--- src/rtl/interval_timer_ctrl.sv ---
// interval_timer_ctrl
//   Controls an external WIDTH-bit up-counter to form an interval timer with
//   one-shot and periodic modes, an expired flag and an interrupt output.
//
//   Optional feature macro: TIMER_PRESCALER_EN
//     defined   : control bits [15:8] hold a prescale value P; the counter
//                 advances once every P+1 cycles (requires WIDTH >= 16).
//     undefined : the counter advances every cycle; bits [15:8] read as 0.
//
//   Ports
//     clk            : clock, all state changes on the rising edge
//     nReset         : asynchronous active-low reset
//     regWrite       : register write strobe
//     regAddr        : 0 = reload register, 1 = control/status register
//     regDataIn      : write data
//     regDataOut     : combinational read data (addr 0 -> counterValue,
//                      addr 1 -> {P, 5'b0, irqEn, expired, running})
//     irqAck         : clears the expired flag
//     irq            : expired & irqEn
//     counterValue   : current count from the external counter
//     counterCarry   : counter carry out (count is all ones)
//     counterLoad    : per-bit load mask, all bits equal
//     counterValueIn : load value, always the reload register
//     counterClkEn   : counter clock enable
module interval_timer_ctrl #(
  parameter int unsigned WIDTH = 16
) (
  input  logic             clk,
  input  logic             nReset,
  input  logic             regWrite,
  input  logic             regAddr,
  input  logic [WIDTH-1:0] regDataIn,
  output logic [WIDTH-1:0] regDataOut,
  input  logic             irqAck,
  output logic             irq,
  input  logic [WIDTH-1:0] counterValue,
  input  logic             counterCarry,
  output logic [WIDTH-1:0] counterLoad,
  output logic [WIDTH-1:0] counterValueIn,
  output logic             counterClkEn
);

  typedef enum logic [1:0] {
    IDLE,
    LOAD,
    RUN,
    DONE
  } state_t;

  state_t           state;
  logic [WIDTH-1:0] reload;
  logic             periodic;
  logic             irq_en;
  logic             expired;

  logic             ctrl_wr;
  logic             reload_wr;
  logic             tick;
  logic             expiry;
  logic             load_now;
  logic [WIDTH-1:0] status;

  assign ctrl_wr   = regWrite & regAddr;
  assign reload_wr = regWrite & ~regAddr;

  // Expiry is the tick on which the counter sits at all ones.
  assign expiry = (state == RUN) & tick & counterCarry;

`ifdef TIMER_PRESCALER_EN
  logic [7:0] presc;
  logic [7:0] presc_cnt;

  // Down-counter: tick when it reaches zero, then restart from P. It is
  // primed in LOAD so the first RUN tick comes P+1 cycles after LOAD.
  assign tick = (presc_cnt == 8'd0);

  always_ff @(posedge clk or negedge nReset) begin
    if (!nReset) begin
      presc     <= '0;
      presc_cnt <= '0;
    end else begin
      if (ctrl_wr) begin
        presc <= regDataIn[15:8];
      end
      if (state == LOAD) begin
        presc_cnt <= presc;
      end else if (state == RUN) begin
        presc_cnt <= tick ? presc : presc_cnt - 8'd1;
      end
    end
  end
`else
  assign tick = 1'b1;
`endif

  always_ff @(posedge clk or negedge nReset) begin
    if (!nReset) begin
      state    <= IDLE;
      reload   <= '0;
      periodic <= 1'b0;
      irq_en   <= 1'b0;
      expired  <= 1'b0;
    end else begin
      if (reload_wr) begin
        reload <= regDataIn;
      end

      if (ctrl_wr) begin
        periodic <= regDataIn[1];
        irq_en   <= regDataIn[2];
      end

      // Expiry wins over a simultaneous acknowledge.
      if (expiry) begin
        expired <= 1'b1;
      end else if (irqAck) begin
        expired <= 1'b0;
      end

      // A control write overrides every other transition, including an
      // expiry in the same cycle.
      if (ctrl_wr) begin
        state <= regDataIn[0] ? LOAD : IDLE;
      end else begin
        unique case (state)
          LOAD:    state <= RUN;
          RUN:     if (expiry && !periodic) state <= DONE;
          default: ;
        endcase
      end
    end
  end

  // Counter controls decode from the state register; the periodic reload
  // is asserted in the expiry cycle itself so the next count is the reload
  // value with no dead cycle.
  always_comb begin
    counterClkEn = 1'b0;
    load_now     = 1'b0;
    unique case (state)
      LOAD: begin
        counterClkEn = 1'b1;
        load_now     = 1'b1;
      end
      RUN: begin
        counterClkEn = tick;
        load_now     = expiry & periodic;
      end
      default: ;
    endcase
  end

  assign counterLoad    = {WIDTH{load_now}};
  assign counterValueIn = reload;
  assign irq            = expired & irq_en;

  always_comb begin
    status    = '0;
    status[0] = (state != IDLE);
    status[1] = expired;
    status[2] = irq_en;
`ifdef TIMER_PRESCALER_EN
    status[15:8] = presc;
`endif
    regDataOut = regAddr ? status : counterValue;
  end

endmodule

--- config.mk ---
export PLATFORM = sky130hd
export DESIGN_NAME = interval_timer_ctrl
export DESIGN_NICKNAME = d
export VERILOG_FILES = /design/src/rtl/interval_timer_ctrl.sv
export SDC_FILE = /design/constraint.sdc
export NUM_CORES = 1
export LEC_CHECK = 0
export ABC_CLOCK_PERIOD_IN_PS = 3170
export CAP_MARGIN = 20
export CORE_ASPECT_RATIO = 1.4
export CORE_MARGIN = 2
export CORE_UTILIZATION = 36
export CTS_CLUSTER_DIAMETER = 60
export CTS_CLUSTER_SIZE = 20
export DETAILED_ROUTE_END_ITERATION = 6
export GPL_TIMING_DRIVEN = 0
export PLACE_DENSITY = 0.84
export SYNTH_ARGS = -nofsm -noshare
export SYNTH_HDL_FRONTEND = slang
export SYNTH_SLANG_ARGS = --single-unit
--- constraint.sdc ---
create_clock -name clk -period 3.17 [get_ports clk]
set_input_delay 0.317 -clock clk [delete_from_list [all_inputs] [get_ports clk]]
set_output_delay 0.317 -clock clk [all_outputs]
set_load 0.01 [all_outputs]
; ---- Word-level counts from Yosys, hierarchy flattened
; Index checks and enable logic that the tools add are counted.
; W data, S select, Z words.
[op_classes]
eq_ne = 3
n_mux = 9
bitwise = 6
n_reduce_logical = 7
[ops]
columns = operator, count
row1 = $mux W16, 1
row2 = $and A1 B1 Y1, 5
row3 = $mux W1, 4
row4 = $mux W2, 2
row5 = $pmux W2 S2, 1
row6 = $reduce_bool A2 Y1, 2
row7 = $ne A3 B2 Y1 const B, 1
row8 = $reduce_bool A3 Y1, 1
row9 = $eq A2 B1 Y1 const B, 1
row10 = $eq A2 B2 Y1 const B, 1
row11 = $pmux W1 S2, 1
row12 = $reduce_and A2 Y1, 1
row13 = $reduce_or A2 Y1, 1
row14 = $logic_and A1 B1 Y1, 1
row15 = $logic_not A1 Y1, 1
row16 = $not A1 Y1, 1
[totals]
regBits = 21
in_bits = 38
wordCells = 30

; ---- Longest topological paths before layout
; Gate-level depths: netlist of the first run.
[depth]
word_depth = 6
depth_mapped = 5
depth_no_buf = 5

; ---- Worst setup path after synthesis of the first run
; Ideal clock, no wire load.
[synth_path]
path_type = reg-to-output
from = reg state[1]
to = out counterLoad[0]
arrival_ns = 1.954
required_ns = 2.853
setup_slack_ns = 0.899
path_stages_with_launch = 5
path_buffers = 1
cell_sequence = dfrtp_1 inv_1 ha_1 a21boi_0 buf_4
[synth_via]
elab_chain_cells = 4
word_cells_on_any_way = 5
[synth_lines]
columns = item, line_no
row1 = start: declaration, 50  ; state_t state;
row2 = start signal: assignment, 123  ; state <= regDataIn[0] ? LOAD : IDLE;
row3 = $eq A2 B2 Y1, "67, 140"
row4 = $and A1 B1 Y1, 67  ; assign expiry = (state == RUN) & tick & counterCarry;
row5 = $and A1 B1 Y1, 147  ; load_now = expiry & periodic;
row6 = $pmux W1 S2 *, 140  ; unique case (state)
row7 = end: declaration, 38  ; output logic [WIDTH-1:0] counterLoad,
; Every way passes the cells marked *; elsewhere a longest branch is shown, timed or not.

; ---- Worst setup path after layout of the first run
[layout_path]
from = reg state[0]
to = out counterLoad[1]
; Same word-level chain as after synthesis.

==> metrics.md, run 1 <==
| Metric | Value |
|---|---|
| Status | finished clean |
| # port buffers | 86 |
| Post-cts repair resize count | 0 |
| CTS clock-pin slew for the worst setup and hold paths | 0.07 ns |
| Type of the worst min-delay path | reg2reg |
| Register bit count reported by yosys | 21 |
| Slew Viols, Final | 0 |
| Root Buffer Master | clkbuf_8 |
| VDD IR max | 0.369 mV |
| Sw Pwr | 0.345 mW |
| CP Max Fanout | 11 |
| Synth Warn # | 0 |
| Final Hold Fails | 0 |
| Share of layout cells above drive strength 1 | 24.3% |
| Switching Fraction | 28.9% |
| Unique masters post-synth | 20 |
| Via count | 1009 |
| Synth-to-Final Area Change | 81.0% |
| DIE AREA | 0.00377 sq mm |
| Mapped Nets | 135 |
| Post-Synth Simple-Gate Area | 9.61% |
| Worst path required time | 2.85 ns |
| Depth of the CTS H-tree | 1 |
| Final critical-path share of the clock period | 89.2% |
| GRT overflow | 0 |
| RSZ-0062 raised after global routing | false |
| Post-synthesis instance total | 94 |
| Fmax | 354 MHz |
| Post-synth top area cell | dfrtp_1 |
| Crit path DAT | 2.51 ns |
| GRT Overall Usage | 16.4% |
| Wire length per cell | 13.8 um |
| DRC errors left | 0 |
| Largest family of logic cells by synthesized area | multiplexers |
| Via-per-instance ratio | 4.50 |
| Worst setup EP type | primary output |
| CTS tree | built |
| Min Tclk post-route | 2.83 ns |
| Hpwl dp | 2.57 mm |
| Number of global-route vias before repair | 979 |
| Comb power frac | 56.8% |
| Reg power frac | 29.0% |
| Gpl congestion | 0.702 |
| Mean Syn Cell Area | 12.6 sq um |
| Ant diodes | 0 |
| Core Area | 0.00312 sq mm |
| PD cells | 557 mW/mm^2 |
| Cts bufs inserted | 3 |
| Die H | 71.9 um |
| Die Width | 52.5 um |
| Internal power | 0.850 mW |
| Clk sinks | 21 |
| Total power | 1.20 mW |
| Rows | 24 |
| Initial antenna violation count | 0 |
| Fin util | 68.7% |
| Post-synth top area share | 44.4% |
| CP startpoint kind | flip-flop |
| Worst-margin pin slew | 0.929 ns |
| Mux cell area share after synthesis | 24.7% |
| Drt pass-1 iters | 4 |
| Max_slew headroom | 37.9% |
| Clock buffer depth | 2 |
| Crit Path Class | reg2out |
| Initial core utilization | 37.9% |
| Synth Area in XOR/XNOR | 0% |
| First-pass GRT wire length | 4.55 mm |
| Setup Fix Bufs, Post-CTS | 0 |
| I/O Pins | 88 |
| Largest net degree at the start of global routing | 22 |
| Clock Skew | 0.00258 ns |
| Nets | 227 |
| Mapped Area | 0.00118 sq mm |
| Sequential cell area fraction in the yosys report | 44.4% |
| Synth Area in Compound Gates | 2.43% |
| Lkg Pwr | 0.947 nW |
| Synth area leaders | dfrtp_1 44%, mux2_4 13%, buf_4 10% |
| Clk pwr share | 14.2% |
| Max-cap viol count | 0 |
| Clock Latency Late Sink | 0.25 ns |
| Initial DRC count | 17 |
| Total negative slack | 0 ns |
| Final setup violation count | 0 |
| Antenna-violating nets left | 0 |
| Hold_buf cts | 0 |
| Synth Area in Adders | 3.17% |
| Total routed wirelength | 3.09 mm |
==> cell usage in the layout (no fill, tap or decap), drive strengths merged <==
cell type,count
and2,1
mux2,20
clkbuf,4
inv,5
clkdlybuf4s50,86
o221ai,1
mux2i,3
nand2,2
ha,3
nor2b,10
o21a,1
nand3,1
and2b,4
a21boi,1
o21ai,1
dfrtp,21
buf,21
==> metrics by stage <==
stage	std cells	hold WS, ns	cell area [sq um]	setup slack [ns]
floorplan	94	0.0214	1180	0.899
global placement	219	0.493	2090	0.138
detailed placement	220	0.496	2100	0.528
CTS	224	0.513	2140	0.306
global route	224	0.523	2140	0.0867
finish	224	0.507	2140	0.343
==> metal layers <==
layer  GRT usage [%]  wire [um]
met5               0          0
met4            5.13         27
met3            6.46        531
met2            29.0       1460
met1            17.4       1070
==> sequential cells by signal (all words and copies together), names as in the netlist <==
| signal | count |
|---|---|
| state | 2 |
| periodic | 1 |
| counterValueIn | 16 |
| expired | 1 |
| irq_en | 1 |
==> worst paths after layout <==
kind / startpoint / end / slack (ns) / depth (start not counted)
hold reg to reg: counterValueIn[1] / counterValueIn[1] / 0.51 / 1
max in group asynchronous: nReset / counterValueIn[2] / 2.03 / 1
setup reg to reg: state[0] / state[0] / 1.78 / 5
setup / recovery: state[0] / counterLoad[1] / 0.34 / 7
min in group asynchronous: nReset / counterValueIn[11] / 0.58 / 1
hold / removal: counterValueIn[1] / counterValueIn[1] / 0.51 / 1
==> cells in the mapped netlist <==
cell and instances:
mux2_2 10, ha_1 3, nand3_1 1, inv_1 5, nor2b_1 9, nand2_1 2, a21boi_0 1, mux2i_1 3
o221ai_1 1, buf_2 1, o21a_1 1, dfrtp_1 21, and2b_1 4, buf_4 16, buf_12 1, o21ai_0 1
mux2_4 10, and2_1 1, nor2b_2 1, buf_6 2
==> cell families after synthesis <==
kind of cell	after synthesis
buf+inv	25
mux	23
flops	21
simple gates	18
compound gates	4
fa+ha+maj	3
==> critical path, stage by stage, from the launching register on <==
cell and delay (ns):
dfrtp_1 0.38, inv_1 0.10, ha_1 0.23, nand3_1 0.09
a21boi_0 0.47, buf_2 0.31, buf_4 0.13, clkdlybuf4s50_1 0.53
==> power by group through the flow <==
stage	clock network [mW]	logic (mW)	registers (mW)
after detailed placement	0	0.686	0.352
after CTS	0.176	0.688	0.348
after global placement	0	0.667	0.347
after global routing	0.186	0.730	0.353
final	0.170	0.679	0.347
after floorplan	0	0.317	0.359
==> area by class of cell <==
cell class,instances,area [sq um]
clock buffers,4,45.0
fillers,232,978
well taps,39,48.8
repair buffers,87,866
multi-input cells,48,473
flip-flops and latches,21,526
inverters,5,18.8
plain buffers,20,168
No activity file was read; power rests on OpenSTA's default activity.
==> run 2: changes to the inputs <==
--- a/config.mk
+++ b/config.mk
@@ -15,6 +15,7 @@
 export DETAILED_ROUTE_END_ITERATION = 6
 export GPL_TIMING_DRIVEN = 0
 export PLACE_DENSITY = 0.84
+export REMOVE_ABC_BUFFERS = 1
 export SYNTH_ARGS = -nofsm -noshare
 export SYNTH_HDL_FRONTEND = slang
 export SYNTH_SLANG_ARGS = --single-unit
==> metrics.md, run 2 (synthesis gave the netlist of run 1 again) <==
| Metric | Value |
|---|---|
| Status | finished clean (unchanged) |
| CTS clock-pin slew for the worst setup and hold paths | 0.07 ns (about the same) |
| Initial core utilization | 37.9% (unchanged) |
| Met3 WL | 498 um (was 531 um) |
| Crit path DAT | 2.25 ns (was 2.51 ns) |
| CP cell instances | inv_1 > ha_1 > nand3_1 > a21boi_0 > buf_2 > clkdlybuf4s50_1 (was inv_1 > ha_1 > nand3_1 > a21boi_0 > buf_2 > buf_4 > clkdlybuf4s50_1) |
| RSZ-0062 raised after global routing | false (unchanged) |
| Worst-margin pin slew | 0.994 ns (was 0.929 ns) |
| Final Hold Fails | 0 (unchanged) |
| Hold endpoint | counterValueIn[5] (was counterValueIn[1]) |
| Slew Viols, Final | 0 (unchanged) |
| Cts bufs inserted | 3 (unchanged) |
| Crit Path Class | reg2out (unchanged) |
| RR Startpoint | state[0] (unchanged) |
| Most frequent cells in the layout | 87 x clkdlybuf4s50_1, 21 x dfrtp_1, 10 x mux2_2, 10 x mux2_4, 9 x nor2b_1 (was 86 x clkdlybuf4s50_1, 21 x dfrtp_1, 16 x buf_4) |
| Largest net degree at the start of global routing | 22 (unchanged) |
| RR Endpoint | state[0] (unchanged) |
| Comb power frac | 52.0% (was 56.8%) |
| Root Buffer Master | clkbuf_8 (unchanged) |
| Met2 wire len | 1.50 mm (was 1.46 mm) |
| Antenna-violating nets left | 0 (unchanged) |
| Post-cts repair resize count | 0 (unchanged) |
| Rows | 24 (unchanged) |
| Start point of the worst hold path | counterValueIn[5] (was counterValueIn[1]) |
| DRC errors left | 0 (unchanged) |
| CTS tree | built (unchanged) |
| Drt pass-1 iters | 3 (was 4) |
| Fmax | 390 MHz (was 354 MHz) |
| Clk pwr share | 15.7% (was 14.2%) |
| Synth-to-Final Area Change | 67.8% (was 81.0%) |
| GRT Overall Usage | 16.2% (was 16.4%) |
| Initial antenna violation count | 0 (unchanged) |
| Dpl ws | 0.596 ns (was 0.528 ns) |
| PD cells | 538 mW/mm^2 (was 557 mW/mm^2) |
| First-pass GRT wire length | 4.52 mm (was 4.55 mm) |
| Sw Pwr | 0.320 mW (was 0.345 mW) |
| DRT met1 WL | 1.00 mm (was 1.07 mm) |
| Slowest stage delay, CP | 0.58 ns (was 0.53 ns) |
| Number of global-route vias before repair | 976 (was 979) |
| Multi-input logic area | 473 sq um (unchanged) |
| CP top delay family | buffers and inverters (unchanged) |
| I/O Pins | 88 (unchanged) |
| Lkg Pwr | 0.844 nW (was 0.947 nW) |
| VDD IR max | 0.327 mV (was 0.369 mV) |
| Sequential cell area | 526 sq um (unchanged) |
| Via count | 939 (was 1009) |
| GRT overflow | 0 (unchanged) |
| Hpwl dp | 2.50 mm (was 2.57 mm) |
| R2R cell count | 5 (unchanged) |
| Critical path's slowest cell | clkdlybuf4s50_1 (unchanged) |
| Clk sinks | 21 (unchanged) |
| Depth of the CTS H-tree | 1 (unchanged) |
| Slack of the critical path | 0.603 ns (was 0.343 ns) |
| Clock buffer depth | 2 (unchanged) |
| Fillers | 267 (was 232) |
| Setup Fix Bufs, Post-CTS | 0 (unchanged) |
| Worst setup EP type | primary output (unchanged) |
| Top Metal Used | met4 (unchanged) |
| Final setup violation count | 0 (unchanged) |
| Reg power frac | 32.3% (was 29.0%) |
| Clock Latency Late Sink | 0.25 ns (about the same) |
| Max-cap viol count | 0 (unchanged) |
| Via-per-instance ratio | 4.58 (was 4.50) |
| Die Width | 52.5 um (unchanged) |
| DIE AREA | 0.00377 sq mm (unchanged) |
| Switching Fraction | 29.9% (was 28.9%) |
| Reg2Reg Setup Slack | 1.80 ns (was 1.78 ns) |
| Max reg flops | 16 (unchanged) |
| CP Max Fanout | 13 (was 11) |
| Wire length per cell | 14.7 um (was 13.8 um) |
| Total routed wirelength | 3.01 mm (was 3.09 mm) |
| Clock Skew | 0.00249 ns (was 0.00258 ns) |
| Worst Setup SP | state[0] (unchanged) |
| WHS Path Cells | 1 (unchanged) |
| Core Area | 0.00312 sq mm (unchanged) |
| Ant diodes | 0 (unchanged) |
| Final critical-path share of the clock period | 81.0% (was 89.2%) |
| # port buffers | 87 (was 86) |
| Nets | 208 (was 227) |
| Die H | 71.9 um (unchanged) |
| CP startpoint kind | flip-flop (unchanged) |
| Commonest non-fill, non-tap cell in the layout | clkdlybuf4s50_1 (unchanged) |
| Internal power | 0.750 mW (was 0.850 mW) |
| Worst path required time | 2.85 ns (about the same) |
| Share of layout cells above drive strength 1 | 15.7% (was 24.3%) |
| Fin util | 63.7% (was 68.7%) |
| Type of the worst min-delay path | reg2reg (unchanged) |
| WP buf/inv | 3 (was 4) |
| Hold_buf cts | 0 (unchanged) |
| Max_slew headroom | 33.4% (was 37.9%) |
| Initial DRC count | 3 (was 17) |
| Hold WS | 0.516 ns (was 0.507 ns) |
| Min Tclk post-route | 2.57 ns (was 2.83 ns) |
| Gpl congestion | 0.732 (was 0.702) |
[run 2: worst reg2reg max path, delay by kind of cell, from the launching register on]
| family | cells | cell delay, ns |
|---|---|---|
| AOI/OAI and AO/OA | 1 | 0.25 |
| buffers and inverters | 1 | 0.10 |
| DFF | 1 | 0.39 |
| adders and majority gates | 1 | 0.22 |
| muxes | 1 | 0.22 |
| and+or+nand+nor | 1 | 0.11 |
[run 2: final cells by class]
class	instances	area share [%]
sequential	21	26.4
tap	39	2.45
clock buffer	3	2.08
timing repair buffer	88	44.1
multi-input combinational	48	23.8
clock inverter	1	0.252
inverter	5	0.944
[run 2: metrics by stage]
step | cells | setup TNS [ns] | instance area, sq um | power (mW)
global placement | 200 | 0 | 1940 | 0.890
CTS | 205 | 0 | 1990 | 1.09
detailed placement | 201 | 0 | 1940 | 0.914
global route | 205 | 0 | 1990 | 1.14
finish | 205 | 0 | 1990 | 1.07
floorplan | 74 | -21.45 | 1020 | 0.556
[run 2: power groups by stage]
stage / logic [mW] / clock network (mW) / registers, mW
6_report: 0.556 / 0.168 / 0.346
5_1_grt: 0.595 / 0.190 / 0.354
4_1_cts: 0.564 / 0.177 / 0.346
3_5_place_dp: 0.563 / 0 / 0.351
3_3_place_gp: 0.543 / 0 / 0.347
2_1_floorplan: 0.196 / 0 / 0.359
[run 2: worst max path at each step]
stage / end / cells after the start
detailed placement: counterValueIn[13] / 3
global placement: counterLoad[4] / 4
finish: counterLoad[15] / 6
global route: counterLoad[11] / 6
CTS: counterLoad[15] / 6
floorplan: counterLoad[0] / 3
[run 2: per-layer routing]
| layer | vias up | global-route usage, % |
|---|---|---|
| li1 | 431 | - |
| met1 | 436 | 16.6 |
| met5 | - | 0 |
| met3 | 2 | 8.13 |
| met4 | 0 | 5.13 |
| met2 | 70 | 28.1 |
==> run 3: changes to the inputs <==
--- a/config.mk
+++ b/config.mk
@@ -5,16 +5,16 @@
 export SDC_FILE = /design/constraint.sdc
 export NUM_CORES = 1
 export LEC_CHECK = 0
-export ABC_CLOCK_PERIOD_IN_PS = 3170
+export ABC_CLOCK_PERIOD_IN_PS = 2200
 export CAP_MARGIN = 20
 export CORE_ASPECT_RATIO = 1.4
 export CORE_MARGIN = 2
-export CORE_UTILIZATION = 36
+export CORE_UTILIZATION = 31
 export CTS_CLUSTER_DIAMETER = 60
 export CTS_CLUSTER_SIZE = 20
 export DETAILED_ROUTE_END_ITERATION = 6
 export GPL_TIMING_DRIVEN = 0
-export PLACE_DENSITY = 0.84
+export PLACE_DENSITY = 0.77
 export REMOVE_ABC_BUFFERS = 1
 export SYNTH_ARGS = -nofsm -noshare
 export SYNTH_HDL_FRONTEND = slang
==> constraint.sdc (replaced) <==
create_clock -name clk -period 2.2 [get_ports clk]
set_input_delay 0.22 -clock clk [delete_from_list [all_inputs] [get_ports clk]]
set_output_delay 0.22 -clock clk [all_outputs]
set_load 0.01 [all_outputs]
==> metrics.md, run 3 (synthesis gave the netlist of run 1 again) <==
| Metric | Value |
|---|---|
| Number of global-route vias before repair | 966 (was 976) |
| Via-per-instance ratio | 4.47 (was 4.58) |
| Commonest non-fill, non-tap cell in the layout | clkdlybuf4s50_1 (unchanged) |
| GRT Overall Usage | 13.4% (was 16.2%) |
| Rows | 26 (was 24) |
| Initial antenna violation count | 0 (unchanged) |
| Slew Viols, Final | 0 (unchanged) |
| Drt pass-1 iters | 2 (was 3) |
| DRC errors left | 0 (unchanged) |
| CTS clock-pin slew for the worst setup and hold paths | 0.07 ns (about the same) |
| Antenna-violating nets left | 0 (unchanged) |
| CTS tree | built (unchanged) |
| DIE AREA | 0.00434 sq mm (was 0.00377 sq mm) |
| Dpl cells | 204 (was 201) |
| Initial core utilization | 32.5% (was 37.9%) |
| Critical path's slowest cell | clkdlybuf4s50_1 (unchanged) |
| Min Tclk post-route | 2.11 ns |
| Synth-to-Final Area Change | 71.8% (was 67.8%) |
| Lkg Pwr | 1.04 nW (was 0.844 nW) |
| Max-cap viol count | 0 (unchanged) |
| Crit path DAT | 1.89 ns (was 2.25 ns) |
| Cts bufs inserted | 3 (unchanged) |
| Via count | 934 (was 939) |
| Sequential cell area | 526 sq um (unchanged) |
| Wire length per cell | 14.3 um (was 14.7 um) |
| VDD IR max | 0.490 mV (was 0.327 mV) |
| Final critical-path share of the clock period | 95.7% |
| Die H | 77.2 um (was 71.9 um) |
| Ant diodes | 0 (unchanged) |
| # port buffers | 87 (unchanged) |
| Fmax | 475 MHz |
| Max_slew headroom | 30.1% (was 33.4%) |
| Multi-input logic area | 479 sq um (was 473 sq um) |
| GRT overflow | 0 (unchanged) |
| Clock Skew | 0.00117 ns (was 0.00249 ns) |
| Fillers | 319 (was 267) |
| Slowest stage delay, CP | 0.52 ns (was 0.58 ns) |
| Total power | 1.54 mW (was 1.07 mW) |
| Final setup violation count | 0 (unchanged) |
| Root Buffer Master | clkbuf_8 (unchanged) |
| Max reg flops | 16 (unchanged) |
| Type of the worst min-delay path | in2async (was reg2reg) |
| Total routed wirelength | 3.00 mm (was 3.01 mm) |
| Clock Latency Late Sink | 0.25 ns (about the same) |
| Total negative slack | 0 ns (unchanged) |
| Most frequent cells in the layout | 73 x clkdlybuf4s50_1, 21 x dfrtp_1, 11 x dlymetal6s2s_1 (was 87 x clkdlybuf4s50_1, 21 x dfrtp_1, 10 x mux2_2, 10 x mux2_4, 9 x nor2b_1) |
| Final Hold Fails | 0 (unchanged) |
| I/O Pins | 88 (unchanged) |
| Worst path required time | 1.98 ns (was 2.85 ns) |
| Die Width | 56.3 um (was 52.5 um) |
| First-pass GRT wire length | 4.64 mm (was 4.52 mm) |
| Fin util | 55.9% (was 63.7%) |
| Core Area | 0.00364 sq mm (was 0.00312 sq mm) |
| Depth of the CTS H-tree | 1 (unchanged) |
| Worst setup EP type | primary output (unchanged) |
| PD cells | 758 mW/mm^2 (was 538 mW/mm^2) |
| Largest net degree at the start of global routing | 22 (unchanged) |
| Gpl congestion | 0.755 (was 0.732) |
| Worst-margin pin slew | 1.04 ns (was 0.994 ns) |
| Share of layout cells above drive strength 1 | 18.0% (was 15.7%) |
| Reg2Reg Setup Slack | 0.88 ns (was 1.80 ns) |
| Clk sinks | 21 (unchanged) |
| Clock buffer depth | 2 (unchanged) |
| CP startpoint kind | flip-flop (unchanged) |
| CP cell instances | inv_2 > ha_2 > nand3_1 > a21boi_2 > buf_4 > clkdlybuf4s50_1 (was inv_1 > ha_1 > nand3_1 > a21boi_0 > buf_2 > clkdlybuf4s50_1) |
| Hpwl dp | 2.38 mm (was 2.50 mm) |
| Layout Cells excl Fill | 209 (was 205) |
| Initial DRC count | 15 (was 3) |
| Hold_buf cts | 0 (unchanged) |
| Nets | 209 (was 208) |
| CP Max Fanout | 4 (was 13) |
| Status | finished clean (unchanged) |
| Crit Path Class | reg2out (unchanged) |
## run 3: cell count changes in the layout (fill, tap and decap cells not counted), sizes merged
cell	before	now
clkdlybuf4s50	87	73
dlygate4sd2	0	3
dlymetal6s2s	0	11
buf	1	2
## run 3: through the flow
stage                     hold slack, ns  area, sq um  setup WS [ns]
after CTS                          0.514         2010        0.00726
after detailed placement           0.490         1950         -0.298
final                              0.477         2040         0.0940
after global placement             0.491         1940         -0.482
after floorplan                  -0.0756         1020          -2.21
after global routing               0.533         2040        -0.0104
## run 3: per-layer routing
layer / share of wire [%] / vias to the layer above / track usage, %
met2: 52 / 71 / 25.5
met5: 0 / - / 0
met3: 12 / 0 / 4.05
met4: 0 / 0 / 2.86
met1: 36 / 426 / 14.2
li1: - / 437 / -
## run 3: final timing paths
check / from / end / cells past startpoint
worst max-delay path: state[0] / counterLoad[9] / 6
worst min-delay path: nReset / counterValueIn[0] / 1
min in group clk: counterValueIn[13] / counterValueIn[13] / 1
worst min register to register: counterValueIn[13] / counterValueIn[13] / 1
max in group asynchronous: nReset / counterValueIn[8] / 1
worst max register to register: state[0] / state[0] / 5
## run 3: area by class of cell
| type | instances | share of cell area [%] |
|---|---|---|
| inverter | 5 | 0.922 |
| tap | 42 | 2.58 |
| clock buffer | 3 | 2.03 |
| multi-input combinational | 48 | 23.5 |
| timing repair buffer | 89 | 44.9 |
| sequential | 21 | 25.8 |
| clock inverter | 1 | 0.246 |
## run 3: repair_timing
item	4_1_cts	5_1_grt
endpoints found under the setup margin	23	14
gates resized for setup	7	13
pin swaps	1	0
setup buffers	1	0
## run 3: where the power goes
| group | switching, mW | total [mW] | internal, mW | leakage (nW) |
|---|---|---|---|---|
| clock network | 0.118 | 0.244 | 0.126 | 0.0255 |
| registers | 0.0402 | 0.496 | 0.456 | 0.248 |
| logic | 0.310 | 0.804 | 0.493 | 0.766 |
| total | 0.468 | 1.54 | 1.07 | 1.04 |
## run 3: worst max-delay path: cells and delay by family (launching register included)
family                     cells  cell delay, ns
adders and majority gates      1            0.20
DFF                            1            0.39
buffers and inverters          3            0.75
AOI/OAI and AO/OA              1            0.18
and+or+nand+nor                1            0.10
